File: config.mk
export PLATFORM = sky130hd
export DESIGN_NAME = cfu_mac_sequencer
export DESIGN_NICKNAME = d
export VERILOG_FILES = /design/src/rtl/cfu_mac_pkg.sv /design/src/rtl/cfu_mac_sequencer_simd_mac4.sv /design/src/rtl/cfu_mac_sequencer.sv
export SDC_FILE = /design/constraint.sdc
export NUM_CORES = 2
export LEC_CHECK = 0
export CORE_ASPECT_RATIO = 2
export CORE_MARGIN = 3
export CORE_UTILIZATION = 33
export CTS_CLUSTER_SIZE = 10
export DETAILED_ROUTE_END_ITERATION = 8
export PLACE_DENSITY_LB_ADDON = 0.25
export SKIP_LAST_GASP = 1
export SLEW_MARGIN = 40
export SYNTH_ARGS = -nofsm -noshare
export SYNTH_HDL_FRONTEND = slang
export SYNTH_SLANG_ARGS = --single-unit
File: constraint.sdc
create_clock -name clk -period 26.7 [get_ports clk]
set_clock_uncertainty 0.1 [all_clocks]
set_input_delay 5.34 -clock clk [delete_from_list [all_inputs] [get_ports clk]]
set_output_delay 5.34 -clock clk [all_outputs]
set_load 0.02 [all_outputs]
File: src/rtl/cfu_mac_pkg.sv
// Shared types and constants for the MAC sequencer CFU.
package cfu_mac_pkg;

    typedef enum logic [2:0] {
        ST_IDLE,
        ST_REQ_A,
        ST_REQ_B,
        ST_MAC,
        ST_RESP
    } state_e;

    typedef enum logic [2:0] {
        OP_RUN         = 3'd0,
        OP_SET_LEN     = 3'd1,
        OP_SET_OFFSET  = 3'd2,
        OP_READ_ACC    = 3'd3,
        OP_CLEAR_ACC   = 3'd4,
        OP_READ_STATUS = 3'd5
    } op_e;

    // Bit positions inside the READ_STATUS response word
    localparam int unsigned STAT_ERR     = 0;
    localparam int unsigned STAT_TIMEOUT = 1;

    // function_id bit requesting an accumulator clear before RUN
    localparam int unsigned FID_CLEAR_BIT = 3;

endpackage

File: src/rtl/cfu_mac_sequencer_simd_mac4.sv
// Combinational 4-lane int8 offset-multiply-sum:
// sum = sum_i (sext(a_i) + offset) * sext(b_i), sign-extended to 32 bits.
module simd_mac4 (
    input  logic        [31:0] word_a,
    input  logic        [31:0] word_b,
    input  logic signed [8:0]  offset,
    output logic signed [31:0] sum
);

    logic signed [31:0] a_ext;
    logic signed [31:0] b_ext;

    // Sum the four lane products in 32-bit signed arithmetic
    always_comb begin
        sum   = '0;
        a_ext = '0;
        b_ext = '0;
        for (int unsigned i = 0; i < 4; i++) begin
            a_ext = 32'(signed'(word_a[8*i +: 8])) + 32'(offset);
            b_ext = 32'(signed'(word_b[8*i +: 8]));
            sum   = sum + a_ext * b_ext;
        end
    end

endmodule

File: src/rtl/cfu_mac_sequencer.sv
// CFU that runs a full int8 dot product over two word vectors in RAM via a
// Wishbone-classic read master and returns the 32-bit accumulator.
module cfu_mac_sequencer
    import cfu_mac_pkg::*;
#(
    parameter int unsigned       LEN_W          = 16,
    parameter int unsigned       TIMEOUT_CYC    = 255,
    parameter logic signed [8:0] DEFAULT_OFFSET = 9'sd128
) (
    input  logic        clk,
    input  logic        reset_n,
    input  logic        cmd_valid,
    output logic        cmd_ready,
    input  logic [9:0]  cmd_payload_function_id,
    input  logic [31:0] cmd_payload_inputs_0,
    input  logic [31:0] cmd_payload_inputs_1,
    output logic        rsp_valid,
    input  logic        rsp_ready,
    output logic [31:0] rsp_payload_outputs_0,
    output logic [29:0] cfu_ram_adr,
    output logic [31:0] cfu_ram_dat_mosi,
    output logic [3:0]  cfu_ram_sel,
    output logic        cfu_ram_cyc,
    output logic        cfu_ram_stb,
    output logic        cfu_ram_we,
    output logic [2:0]  cfu_ram_cti,
    output logic [1:0]  cfu_ram_bte,
    input  logic [31:0] cfu_ram_dat_miso,
    input  logic        cfu_ram_ack,
    input  logic        cfu_ram_err
);

    localparam int unsigned WD_W    = (TIMEOUT_CYC > 1) ? $clog2(TIMEOUT_CYC) : 1;
    localparam int unsigned WD_LAST = (TIMEOUT_CYC == 0) ? 0 : TIMEOUT_CYC - 1;

    state_e            state, state_next;
    logic [31:0]       acc, acc_next;
    logic [31:0]       rsp_data, rsp_next;
    logic [31:0]       word_a, word_a_next;
    logic [31:0]       word_b, word_b_next;
    logic [LEN_W-1:0]  len, len_next;
    logic [LEN_W-1:0]  cnt, cnt_next;
    logic signed [8:0] offset, offset_next;
    logic              err_flag, err_next;
    logic              to_flag, to_next;
    logic [29:0]       ptr_a, ptr_a_next;
    logic [29:0]       ptr_b, ptr_b_next;
    logic [WD_W-1:0]   wd, wd_next;

    logic signed [31:0] mac_sum;
    logic [31:0]        acc_sum;
    logic [31:0]        acc_base;
    logic [31:0]        status;
    logic               in_req;
    logic               wd_expired;
    op_e                op;
    logic               unused_bits;

    simd_mac4 u_mac (
        .word_a (word_a),
        .word_b (word_b),
        .offset (offset),
        .sum    (mac_sum)
    );

    assign op          = op_e'(cmd_payload_function_id[2:0]);
    assign in_req      = (state == ST_REQ_A) || (state == ST_REQ_B);
    assign wd_expired  = (TIMEOUT_CYC != 0) && (wd == WD_W'(WD_LAST));
    assign acc_sum     = acc + $unsigned(mac_sum);
    assign acc_base    = cmd_payload_function_id[FID_CLEAR_BIT] ? '0 : acc;
    assign unused_bits = ^{cmd_payload_function_id[9:4], cmd_payload_inputs_1[1:0],
                           cmd_payload_inputs_0[1:0]};

    assign cmd_ready             = (state == ST_IDLE);
    assign rsp_valid             = (state == ST_RESP);
    assign rsp_payload_outputs_0 = rsp_data;

    assign cfu_ram_cyc      = in_req;
    assign cfu_ram_stb      = in_req;
    assign cfu_ram_adr      = (state == ST_REQ_B) ? ptr_b : ptr_a;
    assign cfu_ram_dat_mosi = '0;
    assign cfu_ram_sel      = '1;
    assign cfu_ram_we       = 1'b0;
    assign cfu_ram_cti      = '0;
    assign cfu_ram_bte      = '0;

    // Pack sticky flags into the status response word
    always_comb begin
        status               = '0;
        status[STAT_ERR]     = err_flag;
        status[STAT_TIMEOUT] = to_flag;
    end

    // Next-state and datapath updates
    always_comb begin
        state_next  = state;
        acc_next    = acc;
        rsp_next    = rsp_data;
        word_a_next = word_a;
        word_b_next = word_b;
        len_next    = len;
        cnt_next    = cnt;
        offset_next = offset;
        err_next    = err_flag;
        to_next     = to_flag;
        ptr_a_next  = ptr_a;
        ptr_b_next  = ptr_b;

        case (state)
            ST_IDLE: begin
                if (cmd_valid) begin
                    state_next = ST_RESP;
                    rsp_next   = '0;
                    case (op)
                        OP_RUN: begin
                            ptr_a_next = cmd_payload_inputs_0[31:2];
                            ptr_b_next = cmd_payload_inputs_1[31:2];
                            cnt_next   = len;
                            acc_next   = acc_base;
                            if (len == '0) begin
                                rsp_next = acc_base;
                            end else begin
                                state_next = ST_REQ_A;
                            end
                        end
                        OP_SET_LEN:     len_next    = cmd_payload_inputs_0[LEN_W-1:0];
                        OP_SET_OFFSET:  offset_next = cmd_payload_inputs_0[8:0];
                        OP_READ_ACC:    rsp_next    = acc;
                        OP_CLEAR_ACC:   acc_next    = '0;
                        OP_READ_STATUS: begin
                            rsp_next = status;
                            err_next = 1'b0;
                            to_next  = 1'b0;
                        end
                        default: ;
                    endcase
                end
            end
            ST_REQ_A, ST_REQ_B: begin
                // err has priority over ack; the watchdog only fires when neither arrived
                if (cfu_ram_err) begin
                    err_next   = 1'b1;
                    rsp_next   = acc;
                    state_next = ST_RESP;
                end else if (cfu_ram_ack) begin
                    if (state == ST_REQ_A) begin
                        word_a_next = cfu_ram_dat_miso;
                        state_next  = ST_REQ_B;
                    end else begin
                        word_b_next = cfu_ram_dat_miso;
                        state_next  = ST_MAC;
                    end
                end else if (wd_expired) begin
                    to_next    = 1'b1;
                    rsp_next   = acc;
                    state_next = ST_RESP;
                end
            end
            ST_MAC: begin
                acc_next   = acc_sum;
                ptr_a_next = ptr_a + 30'd1;
                ptr_b_next = ptr_b + 30'd1;
                cnt_next   = cnt - LEN_W'(1);
                if (cnt == LEN_W'(1)) begin
                    rsp_next   = acc_sum;
                    state_next = ST_RESP;
                end else begin
                    state_next = ST_REQ_A;
                end
            end
            ST_RESP: begin
                if (rsp_ready) begin
                    state_next = ST_IDLE;
                end
            end
            default: state_next = ST_IDLE;
        endcase

        // Watchdog restarts on every entry into a request state
        wd_next = '0;
        if (in_req && (state_next == state)) begin
            wd_next = wd + 1'b1;
        end
    end

    // State and datapath registers
    always_ff @(posedge clk or negedge reset_n) begin
        if (!reset_n) begin
            state    <= ST_IDLE;
            acc      <= '0;
            rsp_data <= '0;
            word_a   <= '0;
            word_b   <= '0;
            len      <= '0;
            cnt      <= '0;
            offset   <= DEFAULT_OFFSET;
            err_flag <= 1'b0;
            to_flag  <= 1'b0;
            ptr_a    <= '0;
            ptr_b    <= '0;
            wd       <= '0;
        end else begin
            state    <= state_next;
            acc      <= acc_next;
            rsp_data <= rsp_next;
            word_a   <= word_a_next;
            word_b   <= word_b_next;
            len      <= len_next;
            cnt      <= cnt_next;
            offset   <= offset_next;
            err_flag <= err_next;
            to_flag  <= to_next;
            ptr_a    <= ptr_a_next;
            ptr_b    <= ptr_b_next;
            wd       <= wd_next;
        end
    end

endmodule

==> impl_metrics.ini <==
[timing]
rsz0062_at_grt = false
fmax_ghz = 0.0790
fin_crit_sh_pct = 47.4
tns_ps = 0
setup_violations = 0
slew_viol_final = 0
hold_slack_ps = 409
period_minus_slack_ps = 12660
hold_viol_final = 0
tightest_slew_ps = 863
relSlewSlack_pct = 42.1

[routing]
wl_per_cell_um = 19.7
drt-vias-per-instance = 4.98
drc = 0
drt-total-wl_um = 86300
via_count = 21800
firstDrtPassIters = 5
antenna_left = 0
drtIter0Drc = 828

[worst_hold_path]
min_path_type = flop to flop

[synthesis]
ys_ff_latch = 242
synthArstFlopShare_pct = 100
syn-cell-area_mm2 = 0.0286
yosysUniqueCellTypes = 72
synthFlopType = dfrtp_1
synth_edf_count = 0
synth_cells = 3096
syn_area_per_cell_um2 = 9.25
synth_seq_area_share_pct = 21.1
ys.warnings.count = 0

[global_route]
overflow = 0
grt_pass1_vias = 23700
grtUsageTotal_pct = 19.2
met1_usage_pct = 19.4
grt_max_degree = 80
grt_pass1_wl_um = 135000
use_met3_pct = 3.26
antenna_found_initial = 1
grtUsageMet2_pct = 38.1
top_usage_layer = met2

[cells_and_area]
diodes = 0
post-route-util_pct = 37.9
fin_nets = 3899
drive_above_1_share_pct = 7.03
final_cells = 4386
syn2layout_area_growth_pct = 13.6

[placed_design]
numPortBuffers = 169
globalplace.congestion = 0.922
hpwl_um = 69300
post-place-cells = 4334

[pwr]
power_density_mw_per_mm2 = 80.1
leakagePower_nw = 15.5
power_mw = 2.61
vdd_drop_max_mv = 0.0556

[clock_network]
clk_latency_ps = 580
hold_buffers = 0
post_cts_buffers = 0
clk_pin_slew_worst_paths_ps = 60
cts_sinks = 242
cts_buffers = 34
cts-htree-levels = 2
clockBufferDepth = 3
cts_tree = done
cts_resized = 0
clockRootBuffer = clkbuf_16

[setup_path]
cp_common_cell = fa_1
cp-start-kind = flop
cp.required_ps = 27100
cp_slowest_cell = dfrtp_1
critPathArrivalTime_ps = 13060
crit_path_end_kind = flop
crit_type = flop to flop
path_max_fanout = 13
crit_path_max_incr_delay_ps = 820

[die]
die_area_mm2 = 0.0906
die_y_um = 423
ioPinCount = 220
coreArea_mm2 = 0.0860
rows = 152
die_w_um = 214
initial_core_util_pct = 33.3

[outcome]
outcome = completed

[run]
maxCapViolations = 0
[routing by layer]
metal,wire [µm],up-vias
met1,30100,11000
met2,48400,477
met4,3960,2
met5,9,-
li1,-,10200
met3,3790,155
[flip-flops by register name (all words and copies together) (netlist names)]
signal and count:
cnt 16, len 16, ptr_a 30, word_b 32, ptr_b 30, to_flag 1, word_a 32, acc 32
state 3, rsp_payload_outputs_0 32, err_flag 1, wd 8, offset 9
[kinds of logic after synthesis]
| family | count (synthesis) | share of synthesized area, % |
|---|---|---|
| muxes | 119 | 4.67 |
| xor gates and xnor gates | 143 | 4.48 |
| other | 2 | 0.0262 |
| adders and majority gates | 572 | 34.3 |
| DFF | 242 | 21.1 |
| AOI/OAI and AO/OA | 594 | 12.7 |
| and+or+nand+nor | 796 | 13.9 |
| buffers and inverters | 628 | 8.80 |
[cell usage in the layout, fill, tap and decap left out, drive strengths merged, types with 32 or more instances in the layout]
cell / Yosys / layout
clkbuf: 101 / 41
clkdlybuf4s50: 0 / 168
and2: 188 / 188
xor2: 38 / 38
nor2b: 34 / 34
dfrtp: 241 / 241
ha: 215 / 215
conb: 2 / 42
fa: 357 / 357
nand2b: 36 / 36
inv: 475 / 476
nand3: 54 / 54
mux2: 117 / 117
a21oi: 228 / 228
xnor2: 104 / 104
o21ai: 127 / 127
nand2: 211 / 211
nor2: 169 / 169
a21o: 41 / 41
nor3: 32 / 32
[cells in the mapped netlist, types with 7 or more instances]
cell	instances	share of area, %
nand3_1	54	0.94
xnor2_1	102	3.1
mux2_2	117	4.6
or3_1	12	0.26
a21o_1	41	1.1
xor2_1	38	1.2
a31oi_1	20	0.44
o22ai_1	26	0.57
clkbuf_1	101	1.3
nand4_1	11	0.24
nor2_1	169	2.2
a22oi_1	22	0.58
nor4_1	10	0.22
and3_1	18	0.39
nand2_1	211	2.8
dfrtp_1	241	21
a21oi_1	228	4.0
ha_1	215	9.4
inv_1	475	6.2
nor3_1	32	0.56
a22o_1	14	0.43
o21bai_1	24	0.63
and2_1	188	4.1
o21ai_0	122	2.1
nor2b_1	34	0.74
fa_1	357	25
or2_2	7	0.15
a211oi_1	13	0.34
o21a_1	17	0.45
buf_4	43	1.1
nand2b_1	35	0.76
o31ai_1	9	0.24
[critical path: cells and delay by family (launching register included)]
kind / cells / cell delay (ps)
adder cells (fa/ha/maj): 10 / 4630
AO/OA/AOI/OAI: 10 / 2710
AND/OR/NAND/NOR: 6 / 1890
XOR/XNOR: 5 / 1800
flip-flops: 1 / 820
buffers and inverters: 4 / 640
[metrics by stage]
step / area (µm²) / worst slack (ps)
after floorplan: 28800 / 15920
after global placement: 31500 / 13620
after detailed placement: 31500 / 13940
after CTS: 32500 / 13920
after global routing: 32500 / 13460
final: 32500 / 14040
[final timing paths]
kind                                        from  slack [ps]                                     to  cells past startpoint
min reg2reg                   acc[8]$_DFFE_PN0P_         410                     acc[8]$_DFFE_PN0P_                      1
max                        offset[1]$_DFFE_PN0P_       14040  rsp_payload_outputs_0[31]$_DFFE_PN0P_                     35
min                           acc[8]$_DFFE_PN0P_         410                     acc[8]$_DFFE_PN0P_                      1
max reg2reg                offset[1]$_DFFE_PN0P_       14040  rsp_payload_outputs_0[31]$_DFFE_PN0P_                     35
min in group asynchronous                reset_n        4630                   ptr_b[4]$_DFFE_PN0P_                      1
max in group asynchronous                reset_n       20100                    acc[19]$_DFFE_PN0P_                      3
[layout make-up]
| class | count | area [µm²] |
|---|---|---|
| fill | 8823 | 53400 |
| timing repair buffer | 194 | 1910 |
| clock inverter | 11 | 121 |
| sequential | 242 | 6060 |
| inverter | 477 | 1790 |
| multi-input combinational | 2266 | 20300 |
| clock buffer | 41 | 898 |
| tap | 1155 | 1450 |
[power breakdown]
group | total [mW] | switching, mW | leakage [nW] | internal (mW)
registers | 0.622 | 0.143 | 3.06 | 0.480
logic | 1.54 | 0.934 | 12.0 | 0.601
clock network | 0.450 | 0.192 | 0.495 | 0.257
No activity file was read; power rests on OpenSTA's default activity.
